===== src/rtl/rv_ctrl_pkg.sv =====
// rv_ctrl_pkg: state, opcode and ALU-select encodings shared by the multi-cycle
// sequencer and the core decoder.
package rv_ctrl_pkg;
  typedef enum logic [3:0] {
    S_FETCH,
    S_DECODE,
    S_EXEC_R,
    S_WB_R,
    S_ADDR,
    S_MEM_RD,
    S_WB_MEM,
    S_MEM_WR,
    S_BRANCH,
    S_TRAP
  } state_t;
  localparam logic [6:0] OP_R      = 7'b0110011;
  localparam logic [6:0] OP_LOAD   = 7'b0000011;
  localparam logic [6:0] OP_STORE  = 7'b0100011;
  localparam logic [6:0] OP_BRANCH = 7'b1100011;
  localparam logic [1:0] ALU_ADD   = 2'b00;
  localparam logic [1:0] ALU_SUB   = 2'b01;
  localparam logic [1:0] ALU_FUNCT = 2'b10;
  localparam logic [1:0] SRCB_RS2  = 2'b00;
  localparam logic [1:0] SRCB_FOUR = 2'b01;
  localparam logic [1:0] SRCB_IMM  = 2'b10;
  function automatic state_t decode_next(input logic [6:0] opc);
    return opc == OP_R ? S_EXEC_R :
           (opc == OP_LOAD || opc == OP_STORE) ? S_ADDR :
           opc == OP_BRANCH ? S_BRANCH : S_TRAP;
  endfunction
endpackage


===== src/rtl/multicycle_ctrl.sv =====
// multicycle_ctrl: multi-cycle RV32 control FSM sharing one memory port between fetch and data.
// Optional performance counters are enabled by defining MULTICYCLE_CTRL_PERF_CNT_EN.
module multicycle_ctrl
  import rv_ctrl_pkg::*;
#(
  parameter int RESET_STATE_FETCH = 1,
  parameter int ALU_OP_W          = 2
) (
  input  logic                clk,
  input  logic                rst_n,
  input  logic                run,
  input  logic [6:0]          opcode,
  input  logic                zero,
  input  logic                mem_ack,
  output logic                mem_req,
  output logic                mem_we,
  output logic                addr_sel,
  output logic                ir_write,
  output logic                pc_write,
  output logic                pc_src,
  output logic                target_write,
  output logic                alu_src_a,
  output logic [1:0]          alu_src_b,
  output logic [ALU_OP_W-1:0] alu_op,
  output logic                reg_write,
  output logic                mem_to_reg,
  output logic                illegal_instr,
  output logic                busy
`ifdef MULTICYCLE_CTRL_PERF_CNT_EN
  ,
  output logic [31:0]         cycle_cnt,
  output logic [31:0]         instret_cnt
`endif
);
  state_t     state;
  logic       live;
  logic       held;
  logic       boot;
  logic       fetch_go;
  logic [1:0] op;
  // live keeps run from raising a request while reset is still asserted;
  // held keeps a started fetch alive even if run drops before the ack.
  assign fetch_go = live && (run || held || boot);
  always_ff @(posedge clk or negedge rst_n) begin
    if (!rst_n) begin
      state <= S_FETCH;
      live  <= 1'b0;
      held  <= 1'b0;
      boot  <= (RESET_STATE_FETCH != 0);
    end else begin
      live <= 1'b1;
      held <= state == S_FETCH && fetch_go && !mem_ack;
      case (state)
        S_FETCH:  if (fetch_go && mem_ack) begin
          state <= S_DECODE;
          boot  <= 1'b0;
        end
        S_DECODE: state <= decode_next(opcode);
        S_EXEC_R: state <= S_WB_R;
        S_WB_R:   state <= S_FETCH;
        S_ADDR:   state <= opcode == OP_STORE ? S_MEM_WR : S_MEM_RD;
        S_MEM_RD: if (mem_ack) state <= S_WB_MEM;
        S_WB_MEM: state <= S_FETCH;
        S_MEM_WR: if (mem_ack) state <= S_FETCH;
        S_BRANCH: state <= S_FETCH;
        S_TRAP:   state <= S_TRAP;
        default:  state <= S_TRAP;
      endcase
    end
  end
  always_comb begin
    mem_req       = 1'b0;
    mem_we        = 1'b0;
    addr_sel      = 1'b0;
    ir_write      = 1'b0;
    pc_write      = 1'b0;
    pc_src        = 1'b0;
    target_write  = 1'b0;
    alu_src_a     = 1'b0;
    alu_src_b     = SRCB_RS2;
    op            = ALU_ADD;
    reg_write     = 1'b0;
    mem_to_reg    = 1'b0;
    illegal_instr = 1'b0;
    case (state)
      S_FETCH: if (fetch_go) begin
        mem_req   = 1'b1;
        alu_src_b = SRCB_FOUR;
        ir_write  = mem_ack;
        pc_write  = mem_ack;
      end
      S_DECODE: begin
        alu_src_b    = SRCB_IMM;
        target_write = 1'b1;
      end
      S_EXEC_R: begin
        alu_src_a = 1'b1;
        op        = ALU_FUNCT;
      end
      S_WB_R:   reg_write = 1'b1;
      S_ADDR: begin
        alu_src_a = 1'b1;
        alu_src_b = SRCB_IMM;
      end
      S_MEM_RD: begin
        mem_req  = 1'b1;
        addr_sel = 1'b1;
      end
      S_WB_MEM: begin
        reg_write  = 1'b1;
        mem_to_reg = 1'b1;
      end
      S_MEM_WR: begin
        mem_req  = 1'b1;
        mem_we   = 1'b1;
        addr_sel = 1'b1;
      end
      S_BRANCH: begin
        alu_src_a = 1'b1;
        op        = ALU_SUB;
        pc_write  = zero;
        pc_src    = 1'b1;
      end
      S_TRAP:   illegal_instr = 1'b1;
      default:  illegal_instr = 1'b1;
    endcase
    alu_op = ALU_OP_W'(op);
    busy   = state != S_FETCH || fetch_go;
  end
`ifdef MULTICYCLE_CTRL_PERF_CNT_EN
  logic retire;
  assign retire = state == S_WB_R || state == S_WB_MEM || state == S_BRANCH ||
                  (state == S_MEM_WR && mem_ack);
  always_ff @(posedge clk or negedge rst_n) begin
    if (!rst_n) begin
      cycle_cnt   <= '0;
      instret_cnt <= '0;
    end else begin
      if (busy) cycle_cnt <= cycle_cnt + 32'd1;
      if (retire) instret_cnt <= instret_cnt + 32'd1;
    end
  end
`endif
endmodule


===== config.mk =====
export PLATFORM = sky130hd
export DESIGN_NAME = multicycle_ctrl
export DESIGN_NICKNAME = d
export VERILOG_FILES = /design/src/rtl/rv_ctrl_pkg.sv /design/src/rtl/multicycle_ctrl.sv
export SDC_FILE = /design/constraint.sdc
export NUM_CORES = 1
export LEC_CHECK = 0
export BUFFER_PORTS_ARGS = -buffer_cell sky130_fd_sc_hd__buf_2
export CAP_MARGIN = 25
export CORE_MARGIN = 5
export CORE_UTILIZATION = 44
export CTS_CLUSTER_DIAMETER = 120
export CTS_CLUSTER_SIZE = 40
export DETAILED_ROUTE_END_ITERATION = 8
export MAX_ROUTING_LAYER = met4
export PLACE_DENSITY = 0.76
export SYNTH_ARGS = -nofsm -noshare
export SYNTH_HDL_FRONTEND = slang
export SYNTH_SLANG_ARGS = --single-unit

===== constraint.sdc =====
create_clock -name clk -period 1.65 [get_ports clk]
set_input_delay 0.165 -clock clk [delete_from_list [all_inputs] [get_ports clk]]
set_output_delay 0.165 -clock clk [all_outputs]
set_load 0.05 [all_outputs]

* Yosys cells after proc, flatten, opt, wreduce, memory -nomap -nowiden
Index checks and enable logic that the tools add are counted.
** Storage, ports and cells
- Bits in registers :: 7
- Bits in latches :: 0
- Memories :: 0
- Output and inout bits :: 16
- ROM bits :: 0
- Bits in writable memories :: 0
- Bits of input ports :: 12
- Logic and storage cells :: 62
** Operators by class
- Order comparisons :: 0
- Multiply operators :: 0
- Bitwise gates (word level) :: 0
- Reduce and logical (&&, ||, !) cells :: 19
- Equality and inequality tests :: 15
- $add $sub $neg :: 0
- Shift-type cells :: 0
- Div/mod/pow operators :: 0
- Multiplexer cells :: 24
** Operators with widths (number)
- one-hot mux 4 bit (7 select lines) :: 1
- 2-to-1 mux 4 bit :: 5
- equality test 4 x 3 -> 1 bit, second input constant :: 4
- equality test 7 x 6 -> 1 bit, second input constant :: 2
- 2-to-1 mux 1 bit :: 13
- OR reduction 9 bit :: 1
- equality test 4 x 2 -> 1 bit, second input constant :: 2
- one-hot mux 2 bit (2 select lines) :: 2
- equality test 7 x 2 -> 1 bit, second input constant :: 1
- equality test 7 bit, second input constant :: 1
- OR reduction 2 bit :: 3
- OR reduction 3 bit :: 2
- equality test 4 x 1 -> 1 bit, second input constant :: 1
- equality test 4 bit, second input constant :: 1
- logical AND 1 bit :: 4
- logical NOT 4 bit :: 1
- logical OR 1 bit :: 4
- != test 2 bit, second input constant :: 2
- one-hot mux 1 bit (2 select lines) :: 2
- nonzero test 4 bit :: 1
- AND reduction 3 bit :: 1
- 2-to-1 mux 2 bit :: 1
- != test 2 x 1 -> 1 bit, second input constant :: 1
- AND reduction 2 bit :: 1
- logical NOT 1 bit :: 1

* Depth between registers and ports, before layout
- Word-level depth :: 6
- Gate-level depth with buffers :: 6

* Worst setup path after synthesis
No wires, ideal clock.
- Path type :: reg2out
- From :: reg state[2]
- To :: out alu_op[1]
- Data required time :: 1.485 ns
- Stages on the path, launching flop included :: 4
- Setup slack :: -0.782 ns
- Arrival time :: 2.267 ns
- Cell sequence :: dfrtp_1 buf_6 buf_8 nor4b_1
** Between the ends
- Word-level cells in the longest chain between the ends :: 2
- Elaborated cells between the ends (all ways) :: 3
- Classes of those cells :: eq/ne (2); mux (1)
** RTL lines
- start, declared :: RTL line multicycle_ctrl.sv:35 : state_t state;
- start signal, assigned :: RTL line multicycle_ctrl.sv:58 : S_DECODE: state <= decode_next(opcode);
- start signal, assigned :: RTL line multicycle_ctrl.sv:61 : S_ADDR: state <= opcode == OP_STORE ? S_MEM_WR : S_MEM_RD;
- equality test 4 bit / equality test 4 x 2 -> 1 bit (equally long branches) :: RTL line multicycle_ctrl.sv:85 : case (state)
- one-hot mux 2 bit (2 select lines) (*) :: RTL line multicycle_ctrl.sv:85
- end, declared :: RTL line multicycle_ctrl.sv:24 : output logic [ALU_OP_W-1:0] alu_op,
Every way passes the cells marked *; elsewhere a longest branch is shown, timed or not.

* Final worst setup path
- From :: reg state[1]
- To :: out mem_req
** Between the ends
- Word-level cells in the longest chain between the ends :: 3
- Elaborated cells between the ends (all ways) :: 5
- Classes of those cells :: eq/ne (2); mux (1); reduce/logical (2)
** RTL lines
- equality test 4 x 3 -> 1 bit :: RTL line multicycle_ctrl.sv:85
- OR reduction 2 bit (no line)
- one-hot mux 1 bit (2 select lines) (*) :: RTL line multicycle_ctrl.sv:85
- end, declared :: RTL line multicycle_ctrl.sv:15 : output logic mem_req,
Marked as above.

==> results.txt <==
Status - complete, but fails checks
Failing checks - setup timing
Hold WC Path Type - in -> reg
Area growth from synthesis to layout - 55.6%
Fillers - 102
# clock sinks - 7
Area share of xor/xnor cells in the synthesized design - 0.0290
RSZ-0062 raised after global routing - yes
CP max-delay cell - dfrtp_1
Peak VDD IR - 0.621 mV
Starting Density - 0.463
Post-Route WL - 1.71 mm
Post-Syn Area per Cell - 8.62 um^2
PwrDens - 388 nW/um^2
Syn_nets - 82
CTS Buf Count - 3
Initial antenna violation count - 0
Initial DRC Count - 7
CP Capture Type - output port
I/O pin count - 28
Critical Path Fanout Max - 3
Fin nets - 122
Largest family of logic cells by synthesized area - simple AND/OR/NAND/NOR gates
Synth Area in Compound Gates - 0.214
Worst setup SP type - flip-flop
Clock Latency Late Sink - 0.25 ns
Overall power - 0.364 mW
Final Util - 0.721
Cell count after synthesis - 70
Core footprint - 1300 um^2
First-pass GRT wire length - 2.55 mm
GR Overflow Total - 0
Max Fclk - 0.585 GHz
CTS Buffer Depth - 2
Largest net degree at the start of global routing - 15
Register area - 178 um^2
Final-report max-slew violation count - 0
Drt pass-1 iters - 4
Simple-gate portion of the synthesized area - 0.334
Post-route setup slack - -0.0599 ns
Die ar. - 2210 um^2
Clk slew on worst S/H paths - 0.05 ns
Via count - 650
CP top delay family - simple AND/OR/NAND/NOR gates
Hold Path Stages - 2
Multi-input gate area - 412 um^2
Vias/cell - 5.24
Final Hold Viols - 0
HPWL after DPL - 1.21 mm
Synthesis Warnings - 0
Fraction of layout cells with a size suffix above 1 - 0.550
Chip width - 47.0 um
Post-DR wirelength/cell - 13.8 um
Cell Area, Placed - 797 um^2
Post-synthesis adder-cell area fraction - 0
RePlAce Congestion - 0.792
DIE HEIGHT - 47.0 um
Finished Cell Area - 938 um^2
Final setup fails - 5
CTS tree - built
WS Path Type - reg -> out
Synth cell types - 37
Met2 routed WL - 939 um
Critical Path RT - 1.48 ns
Synthesis-stage register bit count - 7
Leakage - 0.472 nW
Min Tclk post-route - 1.71 ns
Worst path max stage delay - 0.41 ns
IO Port Bufs - 27
Worst Path Buf+Inv - 1
Number of global-route vias before repair - 625
DRT antenna net count - 0
Levels on crit path - 5
Gr usage total - 0.168
Crit share post-route - 1.04
CP arrival - 1.54 ns
Worst reg-to-reg path cell count - 5
Synth Cell Area - 603 um^2
M1 wire length - 681 um
Mux contribution to synthesized area - 0
Seq/Total Area, Yosys - 0.293
Root Driver - clkbuf_4
Met3 routed WL - 72 um
Antenna cells - 0
Max H-tree Level - 1
Uppermost routed layer - met4
Critical path, cell by cell - nor3_2, nand2b_1, or2_1, o21ai_2, buf_6
Maxcap violations - 0
DR DRC count - 0
Layout Skew - 0.00311 ns
Cell row count - 13
[worst register-to-register path, stage by stage (launching register included)]
cell,delay (ns)
dfrtp_1,0.41
nor3_2,0.08
buf_4,0.13
and2_1,0.18
a221o_1,0.30
a22o_1,0.18
[path summary, 6_finish.rpt]
check                          from        to  slack [ns]
setup / recovery           state[1]   mem_req       -0.06
hold / removal              mem_ack      held        0.13
setup reg to reg           state[2]  state[0]        0.26
hold reg to reg                boot      boot        0.50
max in group asynchronous     rst_n      boot        1.16
min in group asynchronous     rst_n  state[0]        0.26
[cell families after synthesis]
group / count (synthesis)
other: 1
buffers and inverters: 9
flip-flops: 7
AND/OR/NAND/NOR: 31
AO/OA/AOI/OAI: 20
XOR/XNOR: 2
[cell type report]
type	count	share of cell area
multi-input cells	54	0.439
repair buffers	41	0.311
flip-flops and latches	7	0.189
clock buffers	3	0.0240
well taps	15	0.0200
inverters	3	0.0120
clock inverters	1	0.00533
[through the flow]
stage / cells / hold slack [ns] / TNS (ns) / setup slack, ns
after floorplan: 70 / -0.131 / -0.106 / -0.0808
final: 124 / 0.127 / -0.196 / -0.0599
after global placement: 114 / 0.00149 / 0 / 0.221
after detailed placement: 114 / 0.00371 / 0 / 0.185
after global routing: 124 / 0.128 / -0.491 / -0.117
after CTS: 121 / 0.117 / -0.0257 / -0.0257
[routing by layer]
layer / up-vias / global-route usage
li1: 326 / -
met1: 299 / 0.193
met2: 23 / 0.290
met3: 2 / 0.0460
met4: 0 / 0.0331
met5: - / -
[cells in the mapped netlist, drive strengths merged]
| master | n | area share |
|---|---|---|
| a21boi | 1 | 0.012 |
| a21o | 1 | 0.012 |
| a21oi | 1 | 0.0083 |
| a221o | 1 | 0.017 |
| a22o | 1 | 0.015 |
| a31oi | 2 | 0.021 |
| and2 | 3 | 0.031 |
| buf | 6 | 0.11 |
| conb | 1 | 0.0062 |
| dfrtp | 6 | 0.25 |
| dfstp | 1 | 0.044 |
| inv | 3 | 0.019 |
| nand2 | 2 | 0.012 |
| nand2b | 2 | 0.021 |
| nand3 | 1 | 0.0083 |
| nand3b | 2 | 0.025 |
| nand4b | 1 | 0.015 |
| nand4bb | 1 | 0.046 |
| nor2 | 8 | 0.050 |
| nor2b | 2 | 0.021 |
| nor3 | 4 | 0.041 |
| nor3b | 1 | 0.012 |
| nor4b | 1 | 0.015 |
| nor4bb | 1 | 0.017 |
| o21ai | 8 | 0.066 |
| o21bai | 1 | 0.012 |
| o22ai | 1 | 0.010 |
| o311ai | 1 | 0.015 |
| o31ai | 2 | 0.025 |
| or2 | 2 | 0.021 |
| xnor2 | 1 | 0.015 |
| xor2 | 1 | 0.015 |
[where the power goes]
part	total, mW	internal (mW)	switching, mW	leakage, nW
clock	0.153	0.0885	0.0642	0.0177
sequential	0.174	0.173	0.000655	0.0811
combinational	0.0371	0.0195	0.0176	0.373
[state kept, by name, summed over array words and instances, names as in the netlist]
| register | cells |
|---|---|
| boot | 1 |
| state | 4 |
| held | 1 |
| live | 1 |
[cell usage in the layout, fill, tap and decap left out, types with 2 or more instances in the layout]
master / netlist / layout
buf_4: 2 / 17
o31ai_1: 2 / 2
nand2b_1: 2 / 2
nor2b_1: 2 / 2
buf_6: 3 / 5
and2_2: 0 / 2
o21ai_1: 3 / 2
inv_1: 3 / 3
clkbuf_4: 0 / 6
dfrtp_1: 6 / 5
a31oi_1: 2 / 2
nand3b_1: 2 / 2
nor3_2: 1 / 3
o21ai_0: 5 / 5
nor2_1: 8 / 6
nand2_1: 2 / 2
buf_2: 0 / 15
[timing repair]
| action | CTS | global route |
|---|---|---|
| resized for setup | 10 | 15 |
| gates cloned | 0 | 0 |
| endpoints found under the setup margin | 9 | 12 |
| pin swaps | 3 | 1 |
| setup buffers | 2 | 3 |
| hold endpoints to repair | 7 | 0 |
| hold buffers | 1 | 0 |
No activity file was read; power rests on OpenSTA's default activity.
